==> src/rtl/uart_pkg.sv <==
// Shared UART definitions: receiver state encoding and the clocks-per-bit
// helper used by both the transmitter and the receiver.
package uart_pkg;

  typedef enum logic [2:0] {
    IDLE,
    START,
    DATA,
    STOP,
    WAIT_HI
  } rx_state_t;

  // Number of system clocks per serial bit; callers keep the result >= 4 so
  // the half-bit start offset stays meaningful.
  function automatic int uart_scale(input int clk_mhz, input int boadrate);
    return (clk_mhz * 1000000) / boadrate;
  endfunction

endpackage

==> src/rtl/uart_rx_reader_if.sv <==
// Byte delivery handshake between the UART receiver and its consumer.
// The receiver is the master (drives valid/data), the consumer the slave.
interface uart_rx_reader_if;

  logic       valid;
  logic       ready;
  logic [7:0] data;

  modport master (output valid, output data, input ready);
  modport slave  (input valid, input data, output ready);

endinterface

==> src/rtl/uart_rx_sync.sv <==
// Two-flop synchronizer for the asynchronous rx pin. Resets to the idle
// line level (1) so a reset never looks like a start bit.
module uart_rx_sync (
  input  logic clk,
  input  logic arstn,
  input  logic d,
  output logic q
);

  logic meta;

  // Shift the raw pin through two flops to settle metastability.
  always_ff @(posedge clk or negedge arstn) begin
    if (!arstn) begin
      meta <= 1'b1;
      q    <= 1'b1;
    end else begin
      meta <= d;
      q    <= meta;
    end
  end

endmodule

==> src/rtl/uart_rx_reader.sv <==
// 8N1 UART receiver, LSB first. Samples each bit at mid-period using a
// down-counter started half a bit after the synchronized falling edge, then
// hands complete bytes to a single holding register behind valid/ready.
// Stop bit low gives a frame_err pulse; a byte that finds the holding
// register still occupied gives an overrun pulse and is discarded.
module uart_rx_reader
  import uart_pkg::*;
#(
  parameter int clk_mhz  = 50,
  parameter int boadrate = 9600
) (
  input  logic              clk,
  input  logic              arstn,
  input  logic              rx,
  uart_rx_reader_if.master  rx_if,
  output logic              frame_err,
  output logic              overrun
);

  localparam int          SCALE       = uart_scale(clk_mhz, boadrate);
  localparam logic [31:0] BIT_RELOAD  = 32'(SCALE - 1);
  localparam logic [31:0] HALF_RELOAD = 32'(SCALE / 2 - 1);

  logic        rx_s;
  rx_state_t   state;
  logic [31:0] cnt;
  logic [2:0]  bit_idx;
  logic [7:0]  shreg;
  logic        valid_q;
  logic [7:0]  data_q;
  logic        sample;
  logic        take;

  uart_rx_sync u_sync (
    .clk   (clk),
    .arstn (arstn),
    .d     (rx),
    .q     (rx_s)
  );

  assign sample      = (cnt == 32'd0);
  assign take        = valid_q && rx_if.ready;
  assign rx_if.valid = valid_q;
  assign rx_if.data  = data_q;

  // Frame FSM, bit timing, shift register and holding register in one place
  // so that delivery, overrun and consumption resolve in the same cycle.
  always_ff @(posedge clk or negedge arstn) begin
    if (!arstn) begin
      state     <= IDLE;
      cnt       <= 32'd0;
      bit_idx   <= 3'd0;
      shreg     <= 8'd0;
      valid_q   <= 1'b0;
      data_q    <= 8'd0;
      frame_err <= 1'b0;
      overrun   <= 1'b0;
    end else begin
      frame_err <= 1'b0;
      overrun   <= 1'b0;
      if (take) begin
        valid_q <= 1'b0;
      end
      case (state)
        IDLE: begin
          if (!rx_s) begin
            cnt   <= HALF_RELOAD;
            state <= START;
          end
        end
        START: begin
          if (sample) begin
            cnt <= BIT_RELOAD;
            if (rx_s) begin
              state <= IDLE;
            end else begin
              state   <= DATA;
              bit_idx <= 3'd0;
            end
          end else begin
            cnt <= cnt - 32'd1;
          end
        end
        DATA: begin
          if (sample) begin
            cnt     <= BIT_RELOAD;
            shreg   <= {rx_s, shreg[7:1]};
            bit_idx <= bit_idx + 3'd1;
            if (bit_idx == 3'd7) begin
              state <= STOP;
            end
          end else begin
            cnt <= cnt - 32'd1;
          end
        end
        STOP: begin
          if (sample) begin
            cnt <= BIT_RELOAD;
            if (rx_s) begin
              state <= IDLE;
              if (!valid_q || take) begin
                valid_q <= 1'b1;
                data_q  <= shreg;
              end else begin
                overrun <= 1'b1;
              end
            end else begin
              frame_err <= 1'b1;
              state     <= WAIT_HI;
            end
          end else begin
            cnt <= cnt - 32'd1;
          end
        end
        WAIT_HI: begin
          if (rx_s) begin
            state <= IDLE;
          end
        end
        default: state <= IDLE;
      endcase
    end
  end

endmodule

==> src/flat_wrapper.sv <==
// flat-port wrapper written by rule: the top's interface ports become plain ports
module uart_rx_reader_flat import uart_pkg::*;
#(
  parameter int clk_mhz  = 50,
  parameter int boadrate = 9600
)
  (clk, arstn, rx, frame_err, overrun, rx_if_valid, rx_if_data, rx_if_ready);
  uart_rx_reader_if rx_if_i ();
  input  logic clk;
  input  logic arstn;
  input  logic rx;
  output logic frame_err;
  output logic overrun;
  output wire logic [$bits(rx_if_i.valid)-1:0] rx_if_valid;
  output wire logic [$bits(rx_if_i.data)-1:0] rx_if_data;
  input wire logic [$bits(rx_if_i.ready)-1:0] rx_if_ready;
  assign rx_if_valid = rx_if_i.valid;
  assign rx_if_data = rx_if_i.data;
  assign rx_if_i.ready = rx_if_ready;
  uart_rx_reader #(.clk_mhz(clk_mhz), .boadrate(boadrate)) u_core (.clk(clk), .arstn(arstn), .rx(rx), .rx_if(rx_if_i), .frame_err(frame_err), .overrun(overrun));
endmodule
==> config.mk <==
export PLATFORM = sky130hd
export DESIGN_NAME = uart_rx_reader_flat
export DESIGN_NICKNAME = d
export VERILOG_FILES = /design/src/rtl/uart_pkg.sv /design/src/rtl/uart_rx_reader_if.sv /design/src/rtl/uart_rx_sync.sv /design/src/rtl/uart_rx_reader.sv /design/src/flat_wrapper.sv
export SDC_FILE = /design/constraint.sdc
export NUM_CORES = 1
export LEC_CHECK = 0
export ABC_AREA = 1
export CAP_MARGIN = 25
export CORE_UTILIZATION = 55
export DETAILED_ROUTE_END_ITERATION = 8
export PLACE_DENSITY = 0.77
export SLEW_MARGIN = 20
export SYNTH_ARGS = -nofsm -noshare
export SYNTH_HDL_FRONTEND = slang
export SYNTH_SLANG_ARGS = --single-unit
export TNS_END_PERCENT = 50
==> constraint.sdc <==
create_clock -name clk -period 3.5 [get_ports clk]
set_input_delay 0.35 -clock clk [delete_from_list [all_inputs] [get_ports clk]]
set_output_delay 0.35 -clock clk [all_outputs]
set_load 0.02 [all_outputs]
==> results_dict.tcl <==
set metrics [dict create \
    root_buffer "clkbuf_8" \
    startpoint_type "flop" \
    setup_violations 0 \
    dr.pass1.iters 5 \
    grt_use_met3 0.0514 \
    finalCritPeriodShare 0.547 \
    place_inst 521 \
    dp_hpwl_um 5350 \
    holdWs_ns -0.0116 \
    path_depth 9 \
    grt_overflow 0 \
    grt_max_degree 38 \
    crit_buf_inv 1 \
    drc_errors 0 \
    post_cts_resized 0 \
    cts_max_path_buffers 2 \
    status "finished, violations left" \
    syn_inst 436 \
    skew_ns 0.00916 \
    core_um2 5890 \
    grtUsageMet2 0.419 \
    row_count 28 \
    cts_setup_buffers 0 \
    top_usage_layer "met2" \
    portBuffers 14 \
    clk_pin_slew_ns 0.07 \
    stdcell_count 537 \
    area_delta_synth_final_pct 11.1 \
    rr_worst_depth 9 \
    initial_core_util 0.569 \
    yosys.cell_types.count 30 \
    fp.dieH_um 80.0 \
    cpMostUsedCell "nor2_4" \
    drv_slew 0 \
    layout_commonest_cell "nand2_1" \
    clock-sinks 59 \
    ys_seq_area_frac 0.442 \
    die_area_um2 6400 \
    met1_usage 0.343 \
    yosysWarningCount 0 \
    cp_max_fo 9 \
    vias 2884 \
    cp_top_family "simple AND/OR/NAND/NOR gates" \
    routed_wl_um 7420 \
    r2r_start "u_core.cnt[0]$_DFFE_PN0P_" \
    max_stage_delay_ns 0.39 \
    period_minus_slack_ns 1.91 \
    hold_viol 11 \
    critPathLaunch "u_core.cnt[0]$_DFFE_PN0P_" \
    synth_top_cells_by_area "dfrtp_1, nand2_1, nor2_1" \
    worstSetupPathType "flop to flop" \
    ios 15 \
    grt_pass1_vias 2665 \
    synth_top_cell_by_area "dfrtp_1" \
    violations "hold timing" \
    syn_avg_cell_area_um2 7.68 \
    fin_setup_tns_ns 0 \
    cts_hold_buf 0 \
    synth_area_um2 3350 \
    cts_tree "done" \
    cts_made_buffers 9 \
    crit_path_end_kind "flop" \
    path_cells "inv_1 > ha_1 > nand2_2 > nor2_4 > nand3_2 > nor2_4 > nor2_4 > nor2_8 > nor2_1" \
    cp_slowest_cell "dfrtp_1" \
    antenna_left 0 \
    fillers 499 \
    track_usage 0.260 \
    ir_worst_vdd_mv 0.252 \
    netlist.area_leader.share 0.426 \
    antenna_found_initial 0 \
    synth_nets 443 \
    hold_class "input pin to async pin" \
    p_leak_nw 1.79 \
    avgViaCountPerCell 5.37 \
    final_cell_mix "nand2_1, nor2_1, dfrtp_1" \
    num_antenna_cells 0 \
    drive_above_1_share 0.123 \
    cp_data_arrival_time_ns 2.14 \
    drtIter0Drc 284 \
    slew_headroom 0.639 \
    grt_pass1_wl_um 12500 \
    fin_nets 464 \
    die_width_um 80.0 \
    wl_per_cell_um 13.8 \
    synth_seq_cells 59 \
    clk_latency_ns 0.34 \
    p_per_area_nw_per_um2 342 \
    h-tree-depth 3 \
    tightest_slew_ns 0.542 \
    place_congestion 0.960 \
    max_freq_ghz 0.522 \
    cap_violations 0 \
    rsz0062_at_grt "no" \
    worstPathRequired_ns 3.72 \
]
-- layer usage --
layer	vias up	share of wire
met5	-	0
met4	0	0.016
met3	11	0.061
met2	102	0.47
met1	1340	0.45
li1	1431	-
-- final cells by class --
class | instances | area [µm²] | area share
Multi-Input combinational cell | 328 | 1660 | 0.446
Timing Repair Buffer | 15 | 143 | 0.0383
Inverter | 44 | 168 | 0.0451
Sequential cell | 59 | 1480 | 0.397
Clock inverter | 4 | 25.0 | 0.00672
Tap cell | 75 | 93.8 | 0.0252
Clock buffer | 12 | 155 | 0.0417
-- kinds of logic after synthesis --
family	count (synthesis)	share of synthesized area
buffers and inverters	49	0.0632
AND/OR/NAND/NOR	267	0.366
flip-flops	59	0.442
AO/OA/AOI/OAI	46	0.0867
adder cells (fa/ha/maj)	3	0.0112
XOR/XNOR	12	0.0314
-- cells in the mapped netlist --
cell and instances:
o21ai_2 9, inv_1 43, nand3b_1 1, and2_1 1
nor2_4 5, nand3_1 30, nor3_1 4, o21bai_1 2
nor2_1 63, or2_2 1, nand4_1 10, xnor2_1 2
nand3_4 1, buf_6 3, o21ai_1 8, buf_2 2
nand2_1 131, o31ai_1 3, inv_4 1, o211ai_1 1
nand3_2 1, nor2_8 3, dfrtp_1 57, o21ai_0 22
dfstp_2 2, nand2_2 4, o21ai_4 1, ha_1 3
nor2_2 12, xor2_1 10
-- final timing paths --
| check | endpoint | slack, ns |
|---|---|---|
| min in group clk | u_core.u_sync.q$_DFF_PN1_ | 0.36 |
| max | u_core.cnt[14]$_DFFE_PN0P_ | 1.59 |
| max reg2reg | u_core.cnt[14]$_DFFE_PN0P_ | 1.59 |
| max in group asynchronous | u_core.cnt[11]$_DFFE_PN0P_ | 2.63 |
| min | u_core.cnt[27]$_DFFE_PN0P_ | -0.01 |
| min reg2reg | u_core.u_sync.q$_DFF_PN1_ | 0.36 |
-- sequential cells by signal (all words and copies together) (netlist names) --
signal              count
u_core.rx_if.valid      1
u_core.rx_if.data       8
u_core.bit_idx          3
u_core.u_sync.q         1
u_core.cnt             32
u_core.state            3
u_core.frame_err        1
u_core.shreg            8
u_core.overrun          1
u_core.u_sync.meta      1
-- metrics by stage --
stage	cell area (µm²)	power, W	util	setup WS, ns
finish	3720	0.00127	0.632	1.59
global route	3720	0.00131	0.632	1.41
floorplan	3350	0.000701	-	1.86
detailed placement	3540	0.000719	0.602	1.60
CTS	3720	0.00128	0.632	1.58
global placement	3540	0.000719	0.602	1.62
-- power by group --
group	internal (W)	switching (W)
clock network	0.000293	0.000275
registers	0.000684	0.00000134
logic	0.00000382	0.0000161
-- worst register-to-register path: cells and delay by family, from the launching register on --
family | cells | cell delay (ns)
and+or+nand+nor | 7 | 1.07
DFF | 1 | 0.39
adders and majority gates | 1 | 0.24
buffers and inverters | 1 | 0.10
Note: power is estimated with default switching activity, not from simulation.
==> RTL change (config.mk and constraints unchanged) <==
Encoding of `rx_state_t`: now one-hot (5 bits for 5 states).
--- a/src/rtl/uart_pkg.sv
+++ b/src/rtl/uart_pkg.sv
@@ -2,12 +2,12 @@
 // helper used by both the transmitter and the receiver.
 package uart_pkg;
 
-  typedef enum logic [2:0] {
-    IDLE,
-    START,
-    DATA,
-    STOP,
-    WAIT_HI
+  typedef enum logic [4:0] {
+    IDLE    = 5'b00001,
+    START   = 5'b00010,
+    DATA    = 5'b00100,
+    STOP    = 5'b01000,
+    WAIT_HI = 5'b10000
   } rx_state_t;
 
   // Number of system clocks per serial bit; callers keep the result >= 4 so
Check against the original RTL: same outputs for any inputs over 10 cycles, from zero or initial values and one cycle with arstn low; not proved beyond that.
==> RTL change against the original RTL <==
- count of clock-buffer cells in the layout decreased by 3
- die area increased by 3.2%
- via count increased by 7.5%
- wire length increased by 7.3%
- non-clock buffer count increased by 1
- synthesized area increased by 3.3%
- sequential share of layout area increased by 0.054 points
- utilization increased by 0.96 points
- cell area increased by 3.3%
- setup slack got worse by 0.92 ns
- sequential cell count increased by 2
- critical path depth unchanged
- critical endpoint is now u_core.cnt[1]$_DFFE_PN0P_
Power is not compared: it rests on default switching activity, and its combinational part moved more than twofold at a synthesized area within 25%.
==> RTL change: results (changes against the original RTL) <==
run_status:
  status: "complete, no violations"
clock_network:
  cts_max_path_buffers: 2  # unchanged
  cts.clk_slew.worst_paths_ns: 0.07  # about the same
  ctsResizeCount: 0  # unchanged
timing:
  clock_skew_ns: 0.00884  # -0.000318 ns
  tightest_slew_ns: 0.721  # +0.179 ns
drt:
  wirelength_um: 7960  # +7.3%
  avgViaCountPerCell: 5.48  # +2.0%
  drtIter0Drc: 294  # +3.5%
global_routing:
  first_global_vias: 2811  # +5.5%
  grt_pass1_wl_um: 13300  # +7.0%
  grt_max_degree: 39  # +2.6%
  antenna_found_initial: 0  # unchanged
  track_usage_pct: 27.4  # +1.4 points
hold_path:
  min_path_type: "register to register"
  hp-start: "u_core.u_sync.meta$_DFF_PN1_"
power:
  power.leakage_uw: 0.00198
  vdd_drop_max_v: 0.000374
yosys:
  yosysSeqAreaShare_pct: 44.3  # +0.093 points
  synth_compound_area_share_pct: 8.11  # -0.56 points
  mappedNetlistNets: 474  # +7.0%
  synth.area.top_cells: "dfrtp_1 (42%), nand2_1 (16%), nor2_1 (7.2%)"
  synth_xor_area_share_pct: 2.28  # -0.86 points
  synth_fa_ha_area_share_pct: 1.09  # -0.035 points
finish:
  fillCellCount: 518  # +3.8%
  fin_nets: 493  # +6.3%
critical_path:
  cp_max_fo: 22  # +13
  slowest_stage: "inv_1"
  rrSetupSlack_ns: 0.67  # -0.92 ns
  reg2reg_from: "u_core.state[0]$_DFFE_PN1P_"
  critPathMaxStageDelay_ns: 0.63  # +0.24 ns
  worstReg2RegEnd: "u_core.cnt[1]$_DFFE_PN0P_"
  timing.critical_path.arrival_ns: 3.08  # +0.94 ns
placed_design:
  routabilityCongestion: 0.888  # -7.5%
  dp_hpwl_um: 5640  # +5.3%
  portBuffers: 14  # unchanged
-- RTL change: changes by cell type after synthesis, sizes merged, moves of 4 or more --
cell	delta
nor2	-6
nand2	+17
a21oi	+4
xor2	-5
inv	+7
nand4	+10
-- RTL change: metrics by stage --
stage / util [%] / worst slack (ns) / cells / hold slack (ns) / cell area, µm²
floorplan: - / 1.74 / 467 / 0.0544 / 3460
global placement: 60.7 / 0.827 / 549 / 0.346 / 3640
detailed placement: 60.7 / 0.732 / 549 / 0.351 / 3640
CTS: 64.2 / 0.716 / 566 / 0.362 / 3840
global route: 64.2 / 0.337 / 566 / 0.366 / 3840
finish: 64.2 / 0.669 / 566 / 0.360 / 3840
-- RTL change: final cells by class --
type | count | area share, %
Tap cell | 75 | 2.44
Timing Repair Buffer | 16 | 3.97
Sequential cell | 61 | 39.8
Multi-Input combinational cell | 347 | 43.6
Clock inverter | 7 | 1.95
Inverter | 51 | 4.98
Clock buffer | 9 | 3.22
-- RTL change: report_power, final --
group / leakage [µW] / internal, µW / switching [µW]
Combinational: 0.00107 / 121 / 388
Sequential: 0.000812 / 760 / 51.9
Clock: 0.000104 / 332 / 311
-- RTL change: per-layer routing --
| layer | GRT usage (%) | routed length, µm | vias to the layer above |
|---|---|---|---|
| li1 | - | - | 1527 |
| met5 | 0 | 0 | - |
| met1 | 39.2 | 3790 | 1463 |
| met3 | 7.19 | 461 | 14 |
| met4 | 8.04 | 111 | 0 |
| met2 | 40.6 | 3600 | 97 |
-- RTL change: kinds of logic (layout without fill, tap and decap cells) --
logic type,Yosys count,count (layout)
simple gates,288,288
flops,61,61
buf+inv,59,83
compound gates,47,47
xor+xnor,9,9
fa+ha+maj,3,3
-- RTL change: repair_timing --
item,CTS,global route
hold endpoints to repair,2,0
hold buffers,1,0
setup buffers,0,0
